$ cat src/rtl/priority_extractor_pkg.sv
// priority_extractor_pkg
//   Shared types and helpers for priority_extractor.
//   - state_t       : control FSM encoding (IDLE / ACTIVE)
//   - pe_word_t     : widest word the helpers handle (PE_MAX_W bits). Callers
//                     zero-extend their WIDTH-bit vector on the way in and
//                     size-cast the result back to WIDTH / IDX_W bits.
//   - lsb_onehot    : isolate the lowest set bit (x & -x)
//   - onehot_to_idx : binary position of a one-hot vector (0 for all-zero)
//   - popcount      : number of set bits (only referenced when
//                     PRIORITY_EXTRACTOR_COUNT_EN is defined)
package priority_extractor_pkg;

  // Upper bound on WIDTH for any instance that uses these helpers.
  localparam int PE_MAX_W = 256;

  typedef logic [PE_MAX_W-1:0] pe_word_t;

  typedef enum logic [0:0] {
    IDLE   = 1'b0,
    ACTIVE = 1'b1
  } state_t;

  // Two's-complement trick: -x flips every bit above the lowest one, so the
  // AND keeps only that bit.
  function automatic pe_word_t lsb_onehot(input pe_word_t x);
    return x & (-x);
  endfunction

  // OR-reduction of the positions of set bits; exact for one-hot input.
  function automatic int onehot_to_idx(input pe_word_t oh);
    int idx;
    idx = 0;
    for (int i = 0; i < PE_MAX_W; i++) begin
      if (oh[i]) idx = idx | i;
    end
    return idx;
  endfunction

  function automatic int popcount(input pe_word_t x);
    int n;
    n = 0;
    for (int i = 0; i < PE_MAX_W; i++) begin
      if (x[i]) n = n + 1;
    end
    return n;
  endfunction

endpackage

$ cat src/rtl/priority_extractor_pick_bit.sv
// priority_extractor_pick_bit
//   Purely combinational selector: picks the next bit to emit from the
//   remaining mask. MSB-first order reuses the LSB-first logic by
//   bit-reversing the mask on the way in and the one-hot on the way out.
// Ports:
//   i_rem    [WIDTH-1:0]  bits still to be emitted
//   o_onehot [WIDTH-1:0]  selected bit, one-hot (0 when i_rem is 0)
//   o_index  [IDX_W-1:0]  binary position of o_onehot (0 when i_rem is 0)
//   o_last                i_rem holds exactly one set bit
module priority_extractor_pick_bit
  import priority_extractor_pkg::*;
#(
  parameter int WIDTH     = 16,
  parameter bit MSB_FIRST = 1'b0,
  parameter int IDX_W     = $clog2(WIDTH)
) (
  input  logic [WIDTH-1:0] i_rem,
  output logic [WIDTH-1:0] o_onehot,
  output logic [IDX_W-1:0] o_index,
  output logic             o_last
);

  logic [WIDTH-1:0] w_in;
  logic [WIDTH-1:0] w_oh;
  logic [WIDTH-1:0] w_rest;

  generate
    if (MSB_FIRST) begin : g_rev
      for (genvar i = 0; i < WIDTH; i++) begin : g_bit
        assign w_in[i]     = i_rem[WIDTH-1-i];
        assign o_onehot[i] = w_oh[WIDTH-1-i];
      end
    end else begin : g_fwd
      assign w_in     = i_rem;
      assign o_onehot = w_oh;
    end
  endgenerate

  assign w_oh    = WIDTH'(lsb_onehot(PE_MAX_W'(w_in)));
  assign o_index = IDX_W'(onehot_to_idx(PE_MAX_W'(o_onehot)));

  // Last when something is set and nothing survives removing the pick.
  assign w_rest = w_in & ~w_oh;
  assign o_last = (|w_in) & ~(|w_rest);

endmodule

$ cat src/rtl/priority_extractor.sv
// priority_extractor
//   Accepts a WIDTH-bit word over valid/ready and emits each set bit, one per
//   beat, as one-hot + binary index, LSB-first (MSB_FIRST=0) or MSB-first.
//   An all-zero word produces a single beat flagged by zero_o.
//   Outputs are driven only from registered state (no data_i -> output path).
// Ports:
//   clk_i, srst_i        clock, synchronous active-high reset
//   data_i/data_val_i    input word and its valid
//   data_ready_o         a word can be loaded this cycle
//   onehot_o/index_o     current bit, one-hot and binary
//   zero_o               current beat belongs to an all-zero word
//   data_val_o           output beat valid
//   data_last_o          final beat of the current word
//   data_ready_i         downstream accepts the beat
// Optional (macro PRIORITY_EXTRACTOR_COUNT_EN):
//   count_o              popcount of the word, captured at load
//   beat_o               0-based beat number within the word
module priority_extractor
  import priority_extractor_pkg::*;
#(
  parameter int WIDTH     = 16,
  parameter bit MSB_FIRST = 1'b0,
  parameter int IDX_W     = $clog2(WIDTH)
) (
  input  logic             clk_i,
  input  logic             srst_i,
  input  logic [WIDTH-1:0] data_i,
  input  logic             data_val_i,
  output logic             data_ready_o,
  output logic [WIDTH-1:0] onehot_o,
  output logic [IDX_W-1:0] index_o,
  output logic             zero_o,
  output logic             data_val_o,
  output logic             data_last_o,
  input  logic             data_ready_i
`ifdef PRIORITY_EXTRACTOR_COUNT_EN
  ,
  output logic [$clog2(WIDTH+1)-1:0] count_o,
  output logic [IDX_W:0]             beat_o
`endif
);

  state_t           r_state;
  logic [WIDTH-1:0] r_rem;

  logic [WIDTH-1:0] w_onehot;
  logic [IDX_W-1:0] w_index;
  logic             w_pick_last;
  logic             w_active;
  logic             w_rem_zero;
  logic             w_beat_hs;
  logic             w_load;

  priority_extractor_pick_bit #(
    .WIDTH     (WIDTH),
    .MSB_FIRST (MSB_FIRST),
    .IDX_W     (IDX_W)
  ) u_pick (
    .i_rem    (r_rem),
    .o_onehot (w_onehot),
    .o_index  (w_index),
    .o_last   (w_pick_last)
  );

  assign w_active   = (r_state == ACTIVE);
  // An empty mask while ACTIVE can only mean an all-zero word was loaded.
  assign w_rem_zero = ~(|r_rem);

  assign data_val_o  = w_active;
  assign zero_o      = w_active & w_rem_zero;
  assign data_last_o = w_active & (w_pick_last | w_rem_zero);
  // r_rem is 0 in IDLE, so these read as 0 there without extra gating.
  assign onehot_o    = w_onehot;
  assign index_o     = w_index;

  assign w_beat_hs    = data_val_o & data_ready_i;
  // Accept when idle, or when the final beat retires this edge (no bubble).
  assign data_ready_o = ~srst_i & (~w_active | (w_beat_hs & data_last_o));
  assign w_load       = data_val_i & data_ready_o;

  always_ff @(posedge clk_i) begin
    if (srst_i) begin
      r_state <= IDLE;
      r_rem   <= '0;
    end else if (w_load) begin
      r_state <= ACTIVE;
      r_rem   <= data_i;
    end else if (w_beat_hs) begin
      r_rem <= r_rem & ~w_onehot;
      if (data_last_o) r_state <= IDLE;
    end
  end

`ifdef PRIORITY_EXTRACTOR_COUNT_EN
  logic [$clog2(WIDTH+1)-1:0] r_count;
  logic [IDX_W:0]             r_beat;

  always_ff @(posedge clk_i) begin
    if (srst_i) begin
      r_count <= '0;
      r_beat  <= '0;
    end else if (w_load) begin
      r_count <= ($clog2(WIDTH+1))'(popcount(PE_MAX_W'(data_i)));
      r_beat  <= '0;
    end else if (w_beat_hs) begin
      r_beat <= r_beat + (IDX_W+1)'(1);
    end
  end

  assign count_o = r_count;
  assign beat_o  = r_beat;
`endif

endmodule
$ cat config.mk
export PLATFORM = sky130hd
export DESIGN_NAME = priority_extractor
export DESIGN_NICKNAME = d
export VERILOG_FILES = /design/src/rtl/priority_extractor_pkg.sv /design/src/rtl/priority_extractor_pick_bit.sv /design/src/rtl/priority_extractor.sv
export SDC_FILE = /design/constraint.sdc
export NUM_CORES = 1
export LEC_CHECK = 0
export ABC_AREA = 1
export CORE_MARGIN = 8
export CORE_UTILIZATION = 49
export CTS_BUF_LIST = sky130_fd_sc_hd__clkbuf_4 sky130_fd_sc_hd__clkbuf_8
export DETAILED_ROUTE_END_ITERATION = 6
export PLACE_DENSITY = 0.82
export SYNTH_ARGS = -nofsm -noshare
export SYNTH_HDL_FRONTEND = slang
export SYNTH_SLANG_ARGS = --single-unit
$ cat constraint.sdc
create_clock -name clk_i -period 2.59 [get_ports clk_i]
set_input_delay 0.6475 -clock clk_i [delete_from_list [all_inputs] [get_ports clk_i]]
set_output_delay 0.6475 -clock clk_i [all_outputs]
set_load 0.05 [all_outputs]
Yosys cells after proc, flatten, opt, wreduce, memory -nomap -nowiden
Cells that the tools add are included.
Word-level totals
  register bits: 17
  input port bits: 20
Operators by class
  add/sub/neg operators: 1
  mux-type cells: 20
  bitwise gates (word level): 16
  reduce and logical (&&, ||, !) cells: 5
Operators by type and width (number)
  16-bit bitwise AND: 2
  16-bit two-way mux: 2
  4-bit two-way mux: 8
  16-bit OR reduction: 2
  16-bit negation: 1
  16-bit NOT: 1
  3-bit two-way mux: 4
  1-bit bitwise AND: 7
  1-bit two-way mux: 4
  2-bit two-way mux: 2
  1-bit NOT: 4
  2-bit nonzero test: 2
  1-bit OR: 2
  2-bit AND reduction: 1

Depth between registers and ports, before layout
  depth after elaboration: 17
  gate-level depth with buffers: 14

By module
Synthesis repeated with hierarchy kept, for this count alone.
Unflattened totals
  cell total of the unflattened synthesis: 302
  area total of the unflattened synthesis: 1739.2 sq um
Modules (own cells, without submodules)
  priority_extractor: instances 1, cells each 177, area each 1187.4 sq um, seq. area each 340.3 sq um
  priority_extractor_pick_bit: instances 1, cells each 125, area each 551.8 sq um, seq. area each 0.0 sq um

Least setup slack after synthesis
Ideal clock, no wire load.
  path kind: reg-to-output
  from: reg r_rem[0]
  to: out index_o[2]
  arrival time: 2590 ps
  data required time: 1942 ps
  slack: -648 ps
  stages on the path, launching flop included: 6
  path buffers: 0
  path through: dfxtp_1 -> nor2_4 -> nand2_4 -> nor3b_1 -> nor3_1 -> nand4_1
RTL lines
  start: declaration: RTL line priority_extractor.sv:44  | logic [WIDTH-1:0] r_rem;
  start signal: assignment: RTL line priority_extractor.sv:87  | r_rem <= data_i;
  start signal: assignment: RTL line priority_extractor.sv:89  | r_rem <= r_rem & ~w_onehot;
  16-bit negation: RTL line priority_extractor_pkg.sv:26  | return x & (-x);
  16-bit bitwise AND: RTL line priority_extractor_pkg.sv:26
  via onehot_o[7]: RTL line priority_extractor.sv:30  | output logic [WIDTH-1:0] onehot_o,
  3-bit two-way mux: RTL line priority_extractor_pkg.sv:34  | if (oh[i]) idx = idx | i;
  4-bit two-way mux (8 in series): RTL line priority_extractor_pkg.sv:34
  end: declaration: RTL line priority_extractor.sv:31  | output logic [IDX_W-1:0] index_o,
The timed path passes the listed nets, and every way through them passes these cells.

Worst setup path in the final report
  from: reg r_rem[0]
  to: out data_ready_o
Between the ends
  longest elaborated chain between the ends: 12
RTL lines
  16-bit negation: RTL line priority_extractor_pkg.sv:26
  16-bit bitwise AND: RTL line priority_extractor_pkg.sv:26
  16-bit NOT: RTL line priority_extractor_pick_bit.sv:43  | assign w_rest = w_in & ~w_oh;
  16-bit bitwise AND: RTL line priority_extractor_pick_bit.sv:43
  16-bit OR reduction: RTL line priority_extractor_pick_bit.sv:44  | assign o_last = (|w_in) & ~(|w_rest);
  1-bit NOT: RTL line priority_extractor_pick_bit.sv:44
  1-bit bitwise AND: RTL line priority_extractor_pick_bit.sv:44
  1-bit OR (*): RTL line priority_extractor.sv:71  | assign data_last_o = w_active & (w_pick_last | w_rem_zero);
  1-bit bitwise AND (*): RTL line priority_extractor.sv:71
  1-bit bitwise AND (*): RTL line priority_extractor.sv:78  | assign data_ready_o = ~srst_i & (~w_active | (w_beat_hs & data_last_o));
  1-bit OR (*): RTL line priority_extractor.sv:78
  1-bit bitwise AND (*): RTL line priority_extractor.sv:78
  end: declaration: RTL line priority_extractor.sv:29  | output logic data_ready_o,
Mark *: on every way between the ends. The rest lies on a longest branch, timed or not.

==> impl_metrics.json <==
{
  "fin_ws_ns": -0.07555,
  "fillers": 174,
  "fin_crit_period_ns": 2.666,
  "synth_seq_cells": 17,
  "groute.usage.overall_pct": 19.44,
  "leakagePower_nw": 1.119,
  "dr_wl_met2_um": 2535,
  "power_frac_comb_pct": 60.8,
  "cts.path.max_buffers": 2,
  "critPathTopFamily": "simple AND/OR/NAND/NOR gates",
  "result_of_the_run": "finished with violations",
  "die_height_um": 71.93,
  "drt.antenna.violating_nets": 0,
  "worstSetupStartpointType": "register",
  "sequential_cell_area_um2": 364.1,
  "cts-htree-levels": 1,
  "wl_met1_um": 2255,
  "netlist-cell-type-count": 27,
  "global_route_wire_length_before_repair_um": 8224,
  "total_power_mw": 1.199,
  "grt_overflow": 0,
  "detailroute.via_count": 2099,
  "detailroute.wirelength.met3_um": 735,
  "clk_pin_slew_worst_paths_ns": 0.11,
  "worstMarginPinSlew_ns": 0.5023,
  "worst-path-buf-inv": 1,
  "slew-limit-headroom_pct": 66.41,
  "initial_antenna_violation_count": 0,
  "internal_power_uw": 638.5,
  "detail_route.wl_per_cell_um": 16.09,
  "cap_viol_max_count": 0,
  "cp-end-kind": "output port",
  "count_of_final_setup_violators": 3,
  "cts_buffers": 3,
  "min-delay-path-class": "register to register",
  "initial_cell_density_of_the_core_pct": 51.04,
  "worst_ir_drop_vdd_mv": 0.2350,
  "syn-mean-instance-area_um2": 5.850,
  "commonest_non_fill_non_tap_cells_in_the_layout": "52 x sky130_fd_sc_hd__nand2_1, 37 x sky130_fd_sc_hd__inv_1, 36 x sky130_fd_sc_hd__buf_4, 32 x sky130_fd_sc_hd__nand3_1, 22 x sky130_fd_sc_hd__clkdlybuf4s50_1",
  "netlist_instances": 262,
  "gp_congestion": 0.9769,
  "largest_net_degree_at_the_start_of_global_routing": 33,
  "std_cell_rows": 20,
  "p_clk_share_pct": 12.9,
  "worstPathArrival_ns": 2.02,
  "floorplan.die_area_um2": 5174,
  "placement.setup.worst_slack_ns": 0.1499,
  "place_hpwl_um": 3560,
  "vias_in_the_first_global_route": 1804,
  "final_common_cell": "sky130_fd_sc_hd__nand2_1",
  "finClkSkew_ns": 0.001676,
  "criticalPathCategory": "register to output port",
  "portBuffers": 43,
  "timing.critical_path.required_ns": 1.94,
  "cts_root_buffer": "sky130_fd_sc_hd__clkbuf_4",
  "cts_tree": "done",
  "tritoncts_num_sinks": 17,
  "fin_nets": 347,
  "max_stage_delay_ns": 0.35,
  "grt_setup_unrepaired": "true",
  "seqPwrFrac_pct": 26.3,
  "failing_checks": "DRC, setup timing",
  "cp_cell_sequence": "nor2_4 > nand2_4 > nor2_4 > nand2_2 > nand2_2 > nand2_2 > nor2_4 > nand4_4 > a21oi_4 > buf_12",
  "yosysSeqAreaShare_pct": 22.20,
  "multiInputGateArea_um2": 1154,
  "p_per_area_nw_per_um2": 477.6,
  "synthesized_area_um2": 1533,
  "route.detailed.drc": 8,
  "drt_pre_antenna_iters": 7,
  "worst-path-max-fanout": 4,
  "boundaryPins": 44,
  "max_freq_mhz": 375.2,
  "clock_latency_ns": 0.31,
  "switching_power_uw": 560.2,
  "postRouteWirelength_um": 5778,
  "finalMaxSlewViolations": 0,
  "yosys.area.top_type_share_pct": 22.20,
  "floorplan.die.width_um": 71.93,
  "final_cycle_share_pct": 102.9,
  "yosys-top-cells-area": "sky130_fd_sc_hd__dfxtp_1 22%, sky130_fd_sc_hd__nand2_1 15%, sky130_fd_sc_hd__nand3_1 11%",
  "layout_cells_sized_above_1_pct": 37.73,
  "antenna_cells_inserted": 0,
  "top_layer_used": "met4",
  "fp.coreArea_um2": 3003,
  "sw_frac_of_total_pct": 46.73,
  "synth_warnings": 0,
  "drt_first_iter_violations": 258,
  "mappedNetlistNets": 282,
  "critical-path-slowest-cell": "sky130_fd_sc_hd__dfxtp_2",
  "netlist.top_cell.by_area": "sky130_fd_sc_hd__dfxtp_1",
  "report.final.hold_viol_count": 0,
  "area.growth.synth_to_final_pct": 63.76,
  "drt-vias-per-instance": 5.847
}
[flip-flops by register name (all words and copies together) (netlist names)]
signal / count
data_val_o: 1
r_rem: 16
[cells by family (layout without fill, tap and decap cells)]
kind of cell | Yosys count | in the layout | share of synthesized area, %
buf+inv | 52 | 116 | 14.12
compound gates | 22 | 22 | 8.407
simple gates | 171 | 171 | 55.27
flops | 17 | 17 | 22.20
[what timing repair did]
item,in CTS,in global routing
endpoints found under the setup margin,4,9
gates resized for setup,28,25
pin swaps,15,20
hold buffers,0,0
buffers inserted,10,12
[synth_stat cells (all sizes together)]
cell type and number:
nor3b 1, o21ai 2, nor3 5, nand2 67
buf 5, clkbuf 7, nor2 42, a21oi 19
nor4 2, o2111ai 1, nand3 34, or2 1
nand4 18, and3 1, inv 40, dfxtp 17
[power by group through the flow]
stage	Sequential, mW	Combinational (mW)	Clock [mW]
after floorplan	0.312	0.370	0
after global placement	0.311	0.571	0
final	0.316	0.729	0.154
after detailed placement	0.313	0.577	0
after CTS	0.309	0.631	0.151
after global routing	0.318	0.768	0.161
[through the flow]
stage | TNS (ns) | hold slack (ns) | utilization, % | std cells | instance area, um2
floorplan | -0.1406 | 0.4750 | - | 262 | 1575
detailed placement | 0 | 0.4967 | 71.79 | 333 | 2156
global placement | 0 | 0.4846 | 71.79 | 333 | 2156
CTS | -0.004063 | 0.5215 | 77.75 | 347 | 2335
global route | -0.5222 | 0.5745 | 83.58 | 359 | 2510
finish | -0.1081 | 0.5353 | 83.58 | 359 | 2510
[worst reg2reg max path: cells and delay by family (launching register included)]
| family | cells | cell delay [ns] |
|---|---|---|
| simple gates | 12 | 1.76 |
| compound gates | 1 | 0.12 |
| flops | 1 | 0.35 |
| buf+inv | 1 | 0.16 |
[per-layer routing]
layer / vias to the layer above / GRT usage (%)
met3: 33 / 5.234
met4: 0 / 11.11
met5: - / 0
met2: 172 / 31.28
met1: 922 / 22.69
li1: 972 / -
[final cells by class]
class	count	share of cell area [%]
sequential	17	14.51
inverter	40	6.082
multi-input combinational	193	45.96
clock buffer	3	0.8973
tap	33	1.645
clock inverter	1	0.1994
timing repair buffer	72	30.71
[final timing paths]
check | from | cells after the start | end | slack [ns]
max | r_rem[0] | 10 | data_ready_o | -0.08
min | r_rem[2] | 2 | r_rem[2] | 0.54
max reg2reg | r_rem[0] | 14 | r_rem[5] | 0.13
min reg2reg | r_rem[2] | 2 | r_rem[2] | 0.54
Note: power is estimated with default switching activity, not from simulation.
